## config.mk

```make
export PLATFORM = sky130hd
export DESIGN_NAME = matmul_axis_coproc
export DESIGN_NICKNAME = d
export VERILOG_FILES = /design/src/rtl/matmul_axis_coproc.sv
export SDC_FILE = /design/constraint.sdc
export NUM_CORES = 1
export LEC_CHECK = 0
export BUFFER_PORTS_ARGS = -buffer_cell sky130_fd_sc_hd__buf_2
export CAP_MARGIN = 20
export CORE_ASPECT_RATIO = 0.9
export CORE_MARGIN = 10
export CORE_UTILIZATION = 65
export DETAILED_ROUTE_END_ITERATION = 10
export PLACE_DENSITY = 0.93
export SYNTH_ARGS = -nofsm -noshare
export SYNTH_HDL_FRONTEND = slang
export SYNTH_SLANG_ARGS = --single-unit
```

## constraint.sdc

```tcl
create_clock -name ACLK -period 14.7 [get_ports ACLK]
set_clock_uncertainty 0.05 [all_clocks]
set_input_delay 2.205 -clock ACLK [delete_from_list [all_inputs] [get_ports ACLK]]
set_output_delay 2.205 -clock ACLK [all_outputs]
set_load 0.03 [all_outputs]
```

## src/rtl/matmul_axis_coproc.sv

```systemverilog
// AXI-Stream matrix-vector multiply coprocessor: R = sat((A*B) >> RES_SHIFT).
// Ports: ACLK/ARESETN, slave S_AXIS_* (A then B), master M_AXIS_* (results), FRAME_ERR pulse.
module matmul_axis_coproc #(
  parameter int A_ROWS     = 2,
  parameter int A_COLS     = 4,
  parameter int DATA_WIDTH = 8,
  parameter int RES_SHIFT  = 8
) (
  input  logic        ACLK,
  input  logic        ARESETN,
  output logic        S_AXIS_TREADY,
  input  logic [31:0] S_AXIS_TDATA,
  input  logic        S_AXIS_TLAST,
  input  logic        S_AXIS_TVALID,
  output logic        M_AXIS_TVALID,
  output logic [31:0] M_AXIS_TDATA,
  output logic        M_AXIS_TLAST,
  input  logic        M_AXIS_TREADY,
  output logic        FRAME_ERR
);

  localparam int NA   = A_ROWS * A_COLS;
  localparam int N_IN = NA + A_COLS;
  localparam int CW   = (N_IN > 1) ? $clog2(N_IN) : 1;
  localparam int RW   = (A_ROWS > 1) ? $clog2(A_ROWS) : 1;
  localparam int KW   = (A_COLS > 1) ? $clog2(A_COLS) : 1;
  localparam int AW   = 2 * DATA_WIDTH + $clog2(A_COLS);

  localparam logic [CW-1:0] IN_LAST = CW'(N_IN - 1);
  localparam logic [RW-1:0] R_LAST  = RW'(A_ROWS - 1);
  localparam logic [KW-1:0] K_LAST  = KW'(A_COLS - 1);
  localparam logic [DATA_WIDTH-1:0] DMAX = '1;

  typedef enum logic [1:0] {
    IDLE,
    RECV,
    COMPUTE,
    SEND
  } state_t;

  state_t                state_q;
  logic [DATA_WIDTH-1:0] mem_q [N_IN];
  logic [DATA_WIDTH-1:0] res_q [A_ROWS];
  logic [CW-1:0]         cnt_q;
  logic [KW-1:0]         col_q;
  logic [RW-1:0]         row_q;
  logic [AW-1:0]         acc_q;
  logic                  tready_q;
  logic                  tvalid_q;
  logic                  tlast_q;
  logic                  ferr_q;
  logic [DATA_WIDTH-1:0] tdata_q;

  logic [CW-1:0]         bidx;
  logic [AW-1:0]         prod;
  logic [AW-1:0]         acc_d;
  logic [AW-1:0]         shr;
  logic [DATA_WIDTH-1:0] sat;
  logic [RW-1:0]         row_nx;
  logic                  unused_hi;

  assign unused_hi = ^S_AXIS_TDATA[31:DATA_WIDTH];

  // cnt_q doubles as the flat A index while computing
  always_comb begin
    bidx   = CW'(NA) + CW'(col_q);
    prod   = AW'(mem_q[cnt_q]) * AW'(mem_q[bidx]);
    acc_d  = ((col_q == '0) ? '0 : acc_q) + prod;
    shr    = acc_d >> RES_SHIFT;
    sat    = (shr > AW'(DMAX)) ? DMAX : shr[DATA_WIDTH-1:0];
    row_nx = row_q + RW'(1);
  end

  always_ff @(posedge ACLK) begin
    if (!ARESETN) begin
      state_q  <= IDLE;
      cnt_q    <= '0;
      col_q    <= '0;
      row_q    <= '0;
      acc_q    <= '0;
      tready_q <= 1'b0;
      tvalid_q <= 1'b0;
      tlast_q  <= 1'b0;
      ferr_q   <= 1'b0;
      tdata_q  <= '0;
    end else begin
      ferr_q <= 1'b0;
      unique case (state_q)
        IDLE: state_q <= RECV;
        RECV: begin
          tready_q <= 1'b1;
          if (S_AXIS_TVALID && tready_q) begin
            mem_q[cnt_q] <= S_AXIS_TDATA[DATA_WIDTH-1:0];
            if (cnt_q == IN_LAST) begin
              state_q  <= COMPUTE;
              tready_q <= 1'b0;
              cnt_q    <= '0;
              col_q    <= '0;
              row_q    <= '0;
              ferr_q   <= !S_AXIS_TLAST;
            end else if (S_AXIS_TLAST) begin
              ferr_q <= 1'b1;
              cnt_q  <= '0;
            end else begin
              cnt_q <= cnt_q + CW'(1);
            end
          end
        end
        COMPUTE: begin
          acc_q <= acc_d;
          cnt_q <= cnt_q + CW'(1);
          if (col_q == K_LAST) begin
            col_q        <= '0;
            res_q[row_q] <= sat;
            if (row_q == R_LAST) begin
              state_q <= SEND;
              row_q   <= '0;
              cnt_q   <= '0;
            end else begin
              row_q <= row_nx;
            end
          end else begin
            col_q <= col_q + KW'(1);
          end
        end
        SEND: begin
          // first cycle loads row 0; afterwards each handshake advances
          if (!tvalid_q) begin
            tvalid_q <= 1'b1;
            tdata_q  <= res_q[row_q];
            tlast_q  <= (row_q == R_LAST);
          end else if (M_AXIS_TREADY) begin
            if (tlast_q) begin
              tvalid_q <= 1'b0;
              tlast_q  <= 1'b0;
              tready_q <= 1'b1;
              row_q    <= '0;
              state_q  <= RECV;
            end else begin
              row_q   <= row_nx;
              tdata_q <= res_q[row_nx];
              tlast_q <= (row_nx == R_LAST);
            end
          end
        end
      endcase
    end
  end

  assign S_AXIS_TREADY = tready_q;
  assign M_AXIS_TVALID = tvalid_q;
  assign M_AXIS_TDATA  = 32'(tdata_q);
  assign M_AXIS_TLAST  = tlast_q;
  assign FRAME_ERR     = ferr_q;

endmodule

```

==> results of run 1 <==
## sequential cells by signal, indices dropped and copies added (netlist names), named ones only
| register | count |
|---|---|
| M_AXIS_TLAST | 1 |
| acc_q | 18 |
| col_q | 2 |
| M_AXIS_TVALID | 1 |
| tdata_q | 8 |
| mem_q | 96 |
| state_q | 2 |
| row_q | 1 |
| cnt_q | 4 |
| res_q | 16 |
| S_AXIS_TREADY | 1 |
| FRAME_ERR | 1 |
## cell families after synthesis
group | after synthesis
AND/OR/NAND/NOR | 208
AO/OA/AOI/OAI | 82
buffers and inverters | 152
flip-flops | 156
adder cells (fa/ha/maj) | 101
XOR/XNOR | 13
multiplexers | 67
other | 1
## final timing paths
path         cells after the start  slack (ns)          end
max                             19        7.79  res_q[0][0]
min                              2        0.45   tdata_q[4]
max reg2reg                     19        7.79  res_q[0][0]
min reg2reg                      2        0.45   tdata_q[4]
## layer usage
layer | track usage, % | up-vias
li1 | - | 2682
met1 | 25.9 | 3046
met2 | 36.8 | 331
met3 | 4.87 | 56
met4 | 8.94 | 0
met5 | 0 | -
## cell usage in the layout (no fill, tap or decap), types with 6 or more instances in the layout
cell	count
fa_1	50
conb_1	24
mux2i_1	32
clkbuf_16	17
a211oi_1	10
nand3_1	12
nand2_1	38
edfxtp_1	112
and2_1	16
o21ai_0	11
o21ai_1	7
inv_1	102
nor2_1	62
a21oi_1	18
buf_2	24
dfxtp_1	44
mux2_2	7
mux4_2	28
and2b_1	7
nand2b_1	22
xnor2_1	7
ha_1	51
nor2b_1	18
or2_1	6
clkinv_8	7
## tightest hold or removal path, delay by kind of cell, from the launching register on
| family | cells | cell delay, ns |
|---|---|---|
| DFF | 1 | 0.31 |
| and+or+nand+nor | 1 | 0.09 |
| AOI/OAI and AO/OA | 1 | 0.05 |
## power by group
part	switching, mW	total, mW	internal [mW]
Clock	0.216	0.449	0.233
Sequential	0.0229	0.566	0.543
Combinational	0.581	0.947	0.366
Total	0.820	1.96	1.14
## metrics by stage
stage	power, mW	hold slack (ns)
6_report	1.96	0.450
2_1_floorplan	1.27	0.397
3_3_place_gp	1.41	0.414
5_1_grt	2.08	0.474
4_1_cts	1.94	0.449
3_5_place_dp	1.47	0.433
## cell type report
cell class                 count  share of cell area, %
clock inverter                15                   1.96
timing repair buffer          28                   1.48
multi-input combinational    495                   44.3
sequential                   156                   41.8
tap                          193                   2.38
clock buffer                  17                   4.19
inverter                     104                   3.85
==> results.md, run 1 <==
* Area contributors post-synth: edfxtp_1 (36%), fa_1 (11%), dfxtp_1 (9.4%)
* Antenna viol nets, final at 0
* Mux cell area share after synthesis at about 11%
* Slew headroom at a little over a third
* Post-synth top flop: edfxtp_1
* Total congestion overflow at 0
* Metal1 wirelength at a little under 8000 um
* Setup TNS at 0 ns
* Area of the multi-input gates at about 0.0045 mm2
* Synth Area in Compound Gates at 5.94%
* Via/cell ratio at 6.07
* Count leader, synth: edfxtp_1
* Post-synthesis simple-gate area fraction at between 10% and 20%
* CP Max Fanout at 24
* Max-cap viol count at 0
* CP cell instances: buf_4 -> mux4_2 -> mux2i_1 -> nor2_1 -> a21oi_2 -> nor2_1 -> fa_1 -> inv_1 -> fa_1 -> fa_1 -> fa_1 -> inv_1 -> ha_1 -> a21oi_1 -> o22ai_1 -> o211ai_1 -> mux2_2 -> o22ai_2 -> or2_1
* Placer congestion estimate at 0.845
* Hold buffers post-CTS at 0
* Met3 wire length at between 1500 and 2000 um
* Setup WS post-layout at 7.79 ns
* Area fraction of the dominant cell type after synthesis at between 30% and 40%
* Syn. warnings at 0
* Most used cell, CP: fa_1
* Critical path class: reg2reg
* Worst EP arrival at a little over 7 ns
* Slowest-stage cell, CP: mux4_2
* FMAX at about 0.14 GHz
* Fin area at 0.0101 mm2
* Avg Inst Size Synth at around 12 um2
* CTS Sinks at about 160
* Largest net degree at the start of global routing at 28
* Die Wd at between 100 and 150 um
* Initial antenna violation count at 0
* Min Tclk post-route at ~6.9 ns
* Synth Register Bits at 156
* Critical path launch point type: flop
* Final Cycle Share at approximately 47%
* Fin util at 72.2%
* CTS tree: built
* Ant diodes at 0
* Adder-cell share of the synthesized area at between 10% and 20%
* Yosys cell types at 67
* Layout cells sized above 1 at 13.1%
* Met2 wire length at approximately 10000 um
* # port buffers at 24
* Sequential cell area fraction in the yosys report at about 45%
* Pwr dens at 193 mW/mm2
* Num rows at 41
* Worst-case clock buffer depth at 2
* CP bufs+invs at 3
* Core ar. at 0.0141 mm2
* DRT iter0 DRCs at 640
* Worst setup EP type: flop
* Endpoints failing setup at 0
* Worst endpoint required time at 14.94 ns
* Post-placement setup slack at 8.05 ns
* HPWL after DPL at between 10000 and 15000 um
* Largest family of logic cells by synthesized area: adder cells
* P&R area growth vs syn at 8.70%
* Syn Inst Count at 780
* First-pass GRT wire length at about 34000 um
* Placed instance count at around 980
* Crit-path leading delay family: adder cells
* XOR/XNOR share of the synthesized area at under 10%
* Post-CTS Setup Inserts at 0
* Initial Utilization at approximately two thirds
* Max incr delay on CP at slightly below 0.6 ns
* First-pass iteration count of the detailed router at 5
* H-tree Lvls at 4
* Final wirelength at about 21000 um
* Clock transition at path regs at ~0.070 ns
* Clock Latency Late Sink at approximately 0.43 ns
* Hold Path Origin: tdata_q[4]
* NumNets Final at between 900 and 1k
* Synthesized cell area at ~0.0093 mm2
* Status: finished clean
* Worst vdd ir at between 0.15 and 0.2 mV
* Final Max Slew Viols at 0
* Post-DP Area at ~0.0095 mm2
* Hold/Removal Path Class: reg2reg
* Reg area at ~0.0042 mm2
* Global Route Usage Sum at between 20% and 30%
* Post-synth top cells: edfxtp_1 (112), inv_1 (102), nor2_1 (62)
* Avg WL per Cell at ~20 um
* RSZ-0062 raised after global routing: no
* Ports at 73
* Leak at ~4.1 nW
* CTS root buf: clkbuf_16
* Worst Max-Slew Pin Slew at about 0.95 ns
* Residual DRC at 0
* Post-synth EDFFs at around 110
* Synth area leader: edfxtp_1
* Finished Layout Cells at 1008
* # fillers at ~840
* Top sig layer: met4
* Vias post-DR at ~6.1k
* Chip Height at around 130 um
* Post-CTS resize count at 0
* Die area at ~0.020 mm2
* Vias in the first global route at 6351
* Asr flop ratio synth at 0%
* Clock buffer count from CTS at 17
* Fin. Hold Viols at 0
Note: power is estimated with default switching activity, not from simulation.
==> inputs of run 2 (changes only) <==
- ABC_AREA: not set -> 1
- CORE_UTILIZATION: 65 -> 61
- PLACE_DENSITY: 0.93 -> 0.89
- clock period: 14.7 -> 6.58 ns (I/O delays scaled with it)
==> run 2 against run 1 <==
Compared with the run above:
- flip-flop and latch count stayed put
- final area is 5.4% higher
- highest routed layer unchanged
- critical endpoint is now res_q[0][6]
- critical path depth is 3 higher
==> results.md, run 2 <==
* Status: finished clean
* Clock Latency Late Sink at 0.45 ns
* Commonest non-fill, non-tap cell in the layout: inv_1
* Worst-case clock buffer depth at 2
* Slew headroom at approximately 34%
* Biggest regs: mem_q x96, acc_q x18, res_q x16
* Endpoints failing setup at 0
* Die Wd at 155 um
* Clock transition at path regs at roughly 0.070 ns
* Worst endpoint required time at around 6.7 ns
* Chip Height at about 140 um
* Avg Inst Size Synth at between 8 and 9 um2
* Max-cap viol count at 0
* Ant diodes at 0
* Min Tclk post-route at between 5 and 6 ns
* H-tree Lvls at 4
* Initial Utilization at about 62%
* Sequential cell area fraction in the yosys report at roughly 43%
* First-pass iteration count of the detailed router at 5
* Max reg flops at 96
* Post-synthesis simple-gate area fraction at 17.0%
* Synth Register Bits at around 160
* Placer congestion estimate at slightly above 0.9
* Post-synth EDFFs at ~110
* Ports at 73
* Post-CTS resize count at 0
* Vias post-DR at between 7k and 8k
* # fillers at around 1.2k
* R2r worst-path depth at 22
* Critical path launch point type: flop
* Initial antenna violation count at 0
* Adder-cell share of the synthesized area at roughly 16%
* Worst EP arrival at slightly above 6 ns
* Core ar. at about 0.016 mm2
* Antenna viol nets, final at 0
* First-pass GRT wire length at approximately 38000 um
* Most frequent cells in the layout: inv_1 (191), nand2_1 (172), nor2_1 (157)
* Setup TNS at 0 ns
* Count leader, synth: inv_1
* FMAX at roughly 0.17 GHz
* Vias in the first global route at between 7k and 8k
* Critical path class: reg2reg
* Worst setup EP type: flop
* RSZ-0062 raised after global routing: no
* Layout cells sized above 1 at under 10%
* Hold/Removal Path Class: reg2reg
* Synth Area in Compound Gates at between 10% and 20%
* Hold Path Origin: acc_q[0]
* Hold buffers post-CTS at 0
* Area fraction of the dominant cell type after synthesis at between 30% and 40%
* Final Max Slew Viols at 0
* Syn Inst Count at roughly 1.1k
* Synthesized cell area at about 0.010 mm2
* Largest net degree at the start of global routing at 51
* XOR/XNOR share of the synthesized area at less than 1%
* Syn. warnings at 0
* RR Endpoint: res_q[0][6]
* CP Max Fanout at 20
* Via/cell ratio at between 5 and 6
* Flop-to-flop setup slack at between 0.6 and 0.7 ns
* Mux cell area share after synthesis at 0%
* # port buffers at 24
* Post-CTS Setup Inserts at 0
* Die area at ~0.022 mm2
* Fin. Hold Viols at 0
* WHS Endpoint: acc_q[0]
* NumNets Final at 1279
* Clock buffer count from CTS at 17
* Final Cycle Share at 90.5%
* Synth area leader: edfxtp_1
* CTS tree: built
* Asr flop ratio synth at 0%
* CTS root buf: clkbuf_16
* Worst Max-Slew Pin Slew at 0.983 ns
* Total congestion overflow at 0
* Post-synth top cells: inv_1 (191), nand2_1 (172), nor2_1 (157)
* Area contributors post-synth: edfxtp_1 (34%), fa_1 (10%), dfxtp_1 (8.8%)
* Largest Register: mem_q
* Residual DRC at 0
* Yosys cell types at between 40 and 50
* P&R area growth vs syn at 7.42%
* Final wirelength at 23300 um
* Num rows at between 40 and 50
* Largest family of logic cells by synthesized area: simple AND/OR/NAND/NOR gates
* Hold path cells at 2
* Global Route Usage Sum at about a fifth
* HPWL after DPL at between 15000 and 20000 um
* DRT iter0 DRCs at 1028
* Post-synth top flop: edfxtp_1
* CTS Sinks at between 150 and 200
* Avg WL per Cell at 17.1 um
[run 2: changes by cell type in the layout (fill, tap and decap cells not counted), sizes merged, moves of 9 or more]
cell    before  now
nand2       38  176
nor2        62  162
inv        108  207
o21ai       19   89
nand3       12   62
a21oi       21   56
mux2i       32    0
mux4        28    0
nand2b      23    0
nor2b       18    0
and2        16    2
a211oi      10    1
o211ai       3   12
[run 2: cell type report]
cell class / instances / area, um2 / share of cell area (%)
clock inverter: 15 / 194 / 1.81
clock buffer: 17 / 425 / 3.98
inverter: 200 / 756 / 7.06
tap: 207 / 259 / 2.42
multi-input combinational: 735 / 4650 / 43.4
sequential: 156 / 4240 / 39.7
timing repair buffer: 31 / 173 / 1.61
[run 2: layer usage]
layer / up-vias / global-route usage, % / wire (um)
li1: 3625 / - / -
met1: 3705 / 26.2 / 9050
met2: 449 / 35.2 / 11300
met3: 65 / 5.63 / 2340
met4: 0 / 8.00 / 576
met5: - / 0 / 0
[run 2: per-stage QoR]
stage	util, %	hold slack, ns	cell area (um2)	worst slack, ns	std cells
finish	66.6	0.416	10700	0.628	1361
global route	66.6	0.435	10700	0.369	1361
CTS	66.5	0.419	10700	0.735	1360
floorplan	-	0.380	10000	1.81	1149
global placement	62.7	0.394	10100	1.05	1328
detailed placement	62.7	0.408	10100	0.912	1328
[run 2: worst max path at each step]
| stage | start | to | slack [ns] |
|---|---|---|---|
| 4_1_cts | flop | res_q[0][6] | 0.74 |
| 3_3_place_gp | flop | res_q[1][7] | 1.05 |
| 5_1_grt | flop | res_q[1][4] | 0.37 |
| 2_1_floorplan | col_q[0] | res_q[0][0] | 1.81 |
| 3_5_place_dp | flop | res_q[1][7] | 0.91 |
| 6_report | flop | res_q[0][6] | 0.63 |
[run 2: kinds of logic (layout without fill, tap and decap cells)]
family | count (synthesis) | count (layout)
AND/OR/NAND/NOR | 413 | 413
buffers and inverters | 258 | 263
AO/OA/AOI/OAI | 188 | 188
flip-flops | 156 | 156
adder cells (fa/ha/maj) | 101 | 101
XOR/XNOR | 9 | 9
other | 1 | 24
[run 2: critical path, cell delays in order, from the launching register on]
cell	delay [ns]
dfxtp_1	0.33
inv_1	0.58
o21ai_1	0.19
o211ai_1	0.28
o21ai_1	0.14
nand2_2	0.16
nand2_2	0.11
nor2_1	0.18
fa_1	0.44
fa_1	0.57
inv_1	0.06
fa_1	0.52
fa_1	0.56
inv_1	0.04
ha_1	0.36
nand2_1	0.13
inv_1	0.05
nand2_1	0.05
nand2_1	0.08
a21oi_1	0.30
nand3_1	0.15
nand2_2	0.21
nand3_1	0.15
Power of run 2 is not shown: default switching activity piles up to over one toggle a cycle in this logic, so the estimate is an artifact.
